File: config.mk
export PLATFORM = sky130hd
export DESIGN_NAME = bp_me_cfg_seq_loader
export DESIGN_NICKNAME = d
export VERILOG_FILES = /design/src/rtl/bp_me_cfg_seq_loader.sv
export SDC_FILE = /design/constraint.sdc
export NUM_CORES = 1
export LEC_CHECK = 0
export ABC_AREA = 0
export BUFFER_PORTS_ARGS = -buffer_cell sky130_fd_sc_hd__buf_2
export CAP_MARGIN = 40
export CORE_MARGIN = 8
export CORE_UTILIZATION = 28
export DETAILED_ROUTE_END_ITERATION = 8
export PLACE_DENSITY = 0.86
export SLEW_MARGIN = 10
export SYNTH_ARGS = -nofsm -noshare
export SYNTH_HDL_FRONTEND = slang
export SYNTH_SLANG_ARGS = --single-unit
File: constraint.sdc
create_clock -name clk_i -period 1.6 [get_ports clk_i]
set_input_delay 0.16 -clock clk_i [delete_from_list [all_inputs] [get_ports clk_i]]
set_output_delay 0.16 -clock clk_i [all_outputs]
set_load 0.03 [all_outputs]
File: src/rtl/bp_me_cfg_seq_loader.sv
// Configuration sequence loader: walks a table of num_entries_p (addr, data)
// pairs and issues each as an 8-byte write command. The number of writes
// awaiting acknowledgement is bounded by credits_p. The loader waits for all
// acks, then pulses done_o and reports stray acks on the sticky err_o.
module bp_me_cfg_seq_loader #(
  parameter int addr_width_p  = 40,
  parameter int data_width_p  = 64,
  parameter int num_entries_p = 16,
  parameter int credits_p     = 4,
  localparam int idx_w_lp     = (num_entries_p > 1) ? $clog2(num_entries_p) : 1,
  localparam int cnt_w_lp     = $clog2(credits_p + 1)
) (
  input  logic                    clk_i,
  input  logic                    reset_n_i,
  input  logic                    start_i,
  output logic [idx_w_lp-1:0]     entry_idx_o,
  input  logic [addr_width_p-1:0] entry_addr_i,
  input  logic [data_width_p-1:0] entry_data_i,
  output logic                    fwd_v_o,
  input  logic                    fwd_ready_and_i,
  output logic [addr_width_p-1:0] fwd_addr_o,
  output logic [data_width_p-1:0] fwd_data_o,
  input  logic                    rev_v_i,
  output logic                    rev_ready_and_o,
  output logic                    busy_o,
  output logic                    done_o,
  output logic                    err_o
);

  typedef enum logic [2:0] {
    S_RESET,
    S_IDLE,
    S_SEND,
    S_DRAIN,
    S_DONE
  } state_e;

  localparam logic [idx_w_lp-1:0] last_idx_lp = idx_w_lp'(num_entries_p - 1);
  localparam logic [cnt_w_lp-1:0] credits_lp  = cnt_w_lp'(credits_p);

  state_e              state_q, state_d;
  logic [idx_w_lp-1:0] idx_q, idx_d;
  logic [cnt_w_lp-1:0] cnt_q, cnt_d;
  logic                err_q, err_d;
  logic                fwd_v_q, fwd_v_d;
  logic                rev_rdy_q, rev_rdy_d;
  logic                busy_q, busy_d;
  logic                done_q, done_d;
  logic                fwd_acc, rev_acc;

  assign fwd_acc = fwd_v_q & fwd_ready_and_i;
  assign rev_acc = rev_v_i & rev_rdy_q;

  // Next-state logic: sequencing, credit accounting and stray-ack detection
  always_comb begin
    state_d = state_q;
    idx_d   = idx_q;
    cnt_d   = cnt_q;
    err_d   = err_q;
    unique case (state_q)
      S_RESET: state_d = S_IDLE;
      S_IDLE: begin
        if (start_i) begin
          state_d = S_SEND;
          idx_d   = '0;
          cnt_d   = '0;
          err_d   = 1'b0;
        end
      end
      S_SEND, S_DRAIN: begin
        // A simultaneous accept and ack cancel out
        if (fwd_acc && !rev_acc) begin
          cnt_d = cnt_q + cnt_w_lp'(1);
        end else if (!fwd_acc && rev_acc) begin
          if (cnt_q == '0) err_d = 1'b1;
          else             cnt_d = cnt_q - cnt_w_lp'(1);
        end
        // idx parks on the last entry instead of wrapping
        if (state_q == S_SEND && fwd_acc) begin
          if (idx_q == last_idx_lp) state_d = S_DRAIN;
          else                      idx_d   = idx_q + idx_w_lp'(1);
        end
        if (state_q == S_DRAIN && cnt_q == '0) state_d = S_DONE;
      end
      S_DONE:  state_d = S_IDLE;
      default: state_d = S_IDLE;
    endcase
  end

  // Output decode from next state so every status flag leaves a register
  always_comb begin
    fwd_v_d   = (state_d == S_SEND) && (cnt_d < credits_lp);
    rev_rdy_d = (state_d == S_SEND) || (state_d == S_DRAIN);
    busy_d    = rev_rdy_d;
    done_d    = (state_d == S_DONE);
  end

  // State and registered outputs; reset abandons any in-flight writes
  always_ff @(posedge clk_i or negedge reset_n_i) begin
    if (!reset_n_i) begin
      state_q   <= S_RESET;
      idx_q     <= '0;
      cnt_q     <= '0;
      err_q     <= 1'b0;
      fwd_v_q   <= 1'b0;
      rev_rdy_q <= 1'b0;
      busy_q    <= 1'b0;
      done_q    <= 1'b0;
    end else begin
      state_q   <= state_d;
      idx_q     <= idx_d;
      cnt_q     <= cnt_d;
      err_q     <= err_d;
      fwd_v_q   <= fwd_v_d;
      rev_rdy_q <= rev_rdy_d;
      busy_q    <= busy_d;
      done_q    <= done_d;
    end
  end

  assign entry_idx_o     = idx_q;
  assign fwd_v_o         = fwd_v_q;
  assign fwd_addr_o      = fwd_v_q ? entry_addr_i : '0;
  assign fwd_data_o      = fwd_v_q ? entry_data_i : '0;
  assign rev_ready_and_o = rev_rdy_q;
  assign busy_o          = busy_q;
  assign done_o          = done_q;
  assign err_o           = err_q;

endmodule

# Word-level counts from Yosys, hierarchy flattened
# Index checks and enable logic that the tools add are counted.
# word_totals
ff_bits,14
latchBits,0
ramBits,0
rom_bits,0
in_bits,109
wordCells,60
memories,0
# op_classes
n_addsub,3
n_mul,0
div,0
magnitude_cmp,1
eq_ne,13
shift,0
n_mux,21
bitwise,2
reduce_logical,13
# ops
operator,count
$mux 64,1
$mux 40,1
$mux 3,8
$eq 3x2->1 const B,4
$mux 4,3
$ne 2x2->1 const B,6
$pmux 3 s2,2
$pmux 4 s2,1
$logic_and 1x1->1,5
$reduce_and 5->1,1
$add 4x1->4 const B,1
$eq 4x4->1 const B,1
$mux 1,4
$reduce_and 4->1,1
$add 3x1->3 const B,1
$eq 3x1->1 const B,1
$eq 3x3->1 const B,1
$logic_not 3->1,1
$lt 3x3->1 const B,1
$sub 3x1->3 const B,1
$and 1x1->1,2
$logic_not 1->1,2
$pmux 1 s2,1
$reduce_bool 2->1,1
other kinds (2),2

# Longest topological paths before layout
# logic_depth
word_depth,8
mapped_depth,7
depth_no_buf,7

# Worst setup path before layout
# OpenSTA, ideal clock, no wires.
# synth_timing
kind,register to register
from,"register fwd_v_q, in the netlist fwd_v_o"
to,register cnt_q[0]
setup_ns,0.125
arrival_time_ns,1.620
required_ns,1.475
path_slack_ns,-0.144
stages_incl_launch_ff,7
period_less_slack_ns,1.744
cell_sequence,dfrtp_1 nand2_4 inv_1 ha_1 nor3b_1 nor3_1 mux2_2
# synth_between
elab_chain_len,6
# synth_rtl
item,line,source
"start, declared",45,"logic fwd_v_q, fwd_v_d;"
"start signal, assigned",114,fwd_v_q <= fwd_v_d;
$and 1x1->1 *,51,assign fwd_acc = fwd_v_q & fwd_ready_and_i;
$logic_not 1->1,74,end else if (!fwd_acc && rev_acc) begin
$logic_and 1x1->1,74,
$mux 3,74,
$mux 3 *,72,if (fwd_acc && !rev_acc) begin
$pmux 3 s2 *,60,unique case (state_q)
"end signal, assigned",112,cnt_q <= cnt_d;
"end, declared",43,"logic [cnt_w_lp-1:0] cnt_q, cnt_d;"
# Mark *: on every way between the ends. The rest lies on a longest branch, timed or not.
# A chain may end at the register's enable or synchronous reset.

# Worst setup path in the final report
# Ends and elaborated chain as after synthesis.

==> out/metrics.cfg <==
[logic_synthesis]
synth_edf_count=0
yosysWarningCount=0
syn-num-nets=314
post-synth-top-count-cell=and2_1
ys_seq_area_share_pct=22.5
synthesis.area_um2=1560
synth_common_cells=and2_1 (104), dfrtp_1 (14), nand2_1 (8), o21ai_0 (8)
yosys_register_bits=14
ys_async_sr_fraction_pct=100
yosysTopAreaCell=and2_1
synth.area.top_cells=and2_1 (42%), dfrtp_1 (22%), ha_1 (4.8%), nor4_4 (2.7%), o21ai_0 (2.6%)
synth_ff_type=dfrtp_1
syn_avg_cell_area_um2=7.84
yosysUniqueCellTypes=36
synth_top_area_share_pct=41.7
synthCells=199

[sta]
rsz0062_at_grt=no
fin_hold_ws_ps=300
slew_headroom_pct=77.3
skew_ps=2.09
finalCriticalPeriod_ps=1540
tightest_slew_ps=338
setup_violations=0
hold_viol_final=0
min_period_over_period_pct=96.2
max_freq_ghz=0.650
setup_tns_ps=0
final_max_slew_viol_count=0

[routing]
met2_length_mm=4.71
drtIter0Drc=57
drc=0
route.layer.met1.wl_mm=3.04
first_pass_iters=4
wl_per_cell_um=17.5
wl_met3_um=766
num_vias=2075
maxUsedRoutingLayer=met4
via_per_inst=4.26
detail-route-antenna-nets=0
postRouteWirelength_mm=8.53

[global_routing]
grt.overflow.total=0
grt_max_degree=107
grt_pass1_wl_mm=12.5
grt_util_all_layers_pct=19.1
grt_pass1_vias=1947
antenna_found_initial=0

[cts]
cts_tree=done
cts_sinks=14
cts_setup_buffers=0
htree_levels=1
clock_path_buffers=2
clock_latency_ps=240
cts_buffers=3
clkTransAtPathRegs_ps=60
cts_root_buffer=clkbuf_8

[min_path]
hp-start=start_i
worst_hold_path_type=in2reg

[setup_path]
rr_worst_depth=6
path_depth=6
path_buf_inv=1
crit_chain=nand2_4 > inv_1 > ha_1 > nor3b_2 > nor3_1 > mux2_2
endpoint_kind=flop
cp-startpoint=fwd_v_o
critical_path.endpoint=cnt_q[0]
cpPeakStageDelay_ps=430
crit_slowest_cell=dfrtp_2
worst_setup_path_start_kind=flop
worstPathArrival_ps=1670
rrSetupSlack_ps=60
cp.required_ps=1730
rr_startpoint=fwd_v_o
critical_path_class=reg2reg
reg2reg_to=cnt_q[0]
crit_family=simple AND/OR/NAND/NOR gates
crit_path_max_fanout=6

[floorplanning]
die-width_um=90.6
die_y_um=90.6
start_util_pct=28.7
rows=27
ioPinCount=222
core_um2=5440
die-area_um2=8220

[cells_and_area]
drive_above_1_share_pct=59.2
finalNetCount=530
area_delta_synth_final_pct=80.4

[placement]
gp_congestion=0.942
place_hpwl_mm=7.60
io_buffers=221

[flow_run]
drv_cap=0

[status]
status=finished, final reports clean

[pwr]
pwr_density_cell_nw_per_um2=1920
p_leak_nw=1.69
vdd_drop_max_uv=1390

-- metal layers --
metal / up-vias / GRT usage, %
met5: - / 0
met4: 0 / 1.66
met3: 3 / 6.32
met2: 95 / 37.1
met1: 905 / 19.8
li1: 1072 / -
-- final cells by class --
class                           instances  area (um^2)
Multi-Input combinational cell        164         1130
Clock buffer                            4         55.1
Sequential cell                        14          354
Tap cell                               72         90.1
Inverter                                7         26.3
Fill cell                             524         2620
Timing Repair Buffer                  225         1150
Antenna cell                            1         2.50
-- worst min-delay path by stage --
stage / to / slack, ps / cells past startpoint
6_report: err_o / 300 / 4
5_1_grt: err_o / 340 / 4
4_1_cts: err_o / 300 / 4
3_5_place_dp: cnt_q[0] / 80 / 1
3_3_place_gp: err_o / 70 / 1
2_1_floorplan: busy_o / -140 / 0
-- cell usage in the layout, fill, tap and decap left out, types with 3 or more instances in the layout --
cell type	synthesis	layout
and2_1	104	104
buf_2	4	220
inv_1	7	7
a22o_1	3	3
nand2_1	8	8
o21ai_0	8	7
dfrtp_2	0	3
dfrtp_1	14	11
nor2_1	4	4
clkbuf_8	0	4
ha_1	6	6
-- worst reg2reg max path, cell delays in order, from the launching register on --
cell	delay, ps
dfrtp_2	430
nand2_4	80
inv_1	40
ha_1	260
nor3b_2	260
nor3_1	100
mux2_2	260
-- per-stage QoR --
| stage | instance area (um^2) | utilization (%) | total power (W) | setup slack [ps] | std cells |
|---|---|---|---|---|---|
| detailed placement | 2730 | 50.3 | 0.00509 | 16.9 | 481 |
| global placement | 2730 | 50.3 | 0.00501 | 96.7 | 481 |
| CTS | 2800 | 51.5 | 0.00545 | 5.79 | 486 |
| floorplan | 1570 | - | 0.00376 | 14.0 | 199 |
| global route | 2810 | 51.7 | 0.00572 | 7.29 | 486 |
| finish | 2820 | 51.8 | 0.00540 | 61.0 | 487 |
-- state kept, by name, indices dropped and copies added, names as in the netlist --
register	count
busy_o	1
cnt_q	3
done_o	1
entry_idx_o	4
err_o	1
fwd_v_o	1
state_q	3
-- power breakdown --
group          switching [W]  leakage [nW]  internal [W]  total [W]
Sequential          0.000158         0.180      0.000488   0.000646
Combinational        0.00301          1.48       0.00140    0.00441
Clock               0.000127        0.0288      0.000218   0.000345
Total                0.00330          1.69       0.00210    0.00540
-- kinds of logic after synthesis --
family	synth area share, %
fa+ha+maj	4.81
simple gates	53.5
compound gates	10.7
xor+xnor	0.561
buf+inv	5.93
mux	2.08
flops	22.5
-- repair_timing --
| item | CTS | global route |
|---|---|---|
| hold endpoints to repair | 14 | 0 |
| setup endpoints to repair | 0 | 6 |
| gates resized for setup | 0 | 5 |
| hold buffers | 1 | 0 |
No activity file was read; power rests on OpenSTA's default activity.
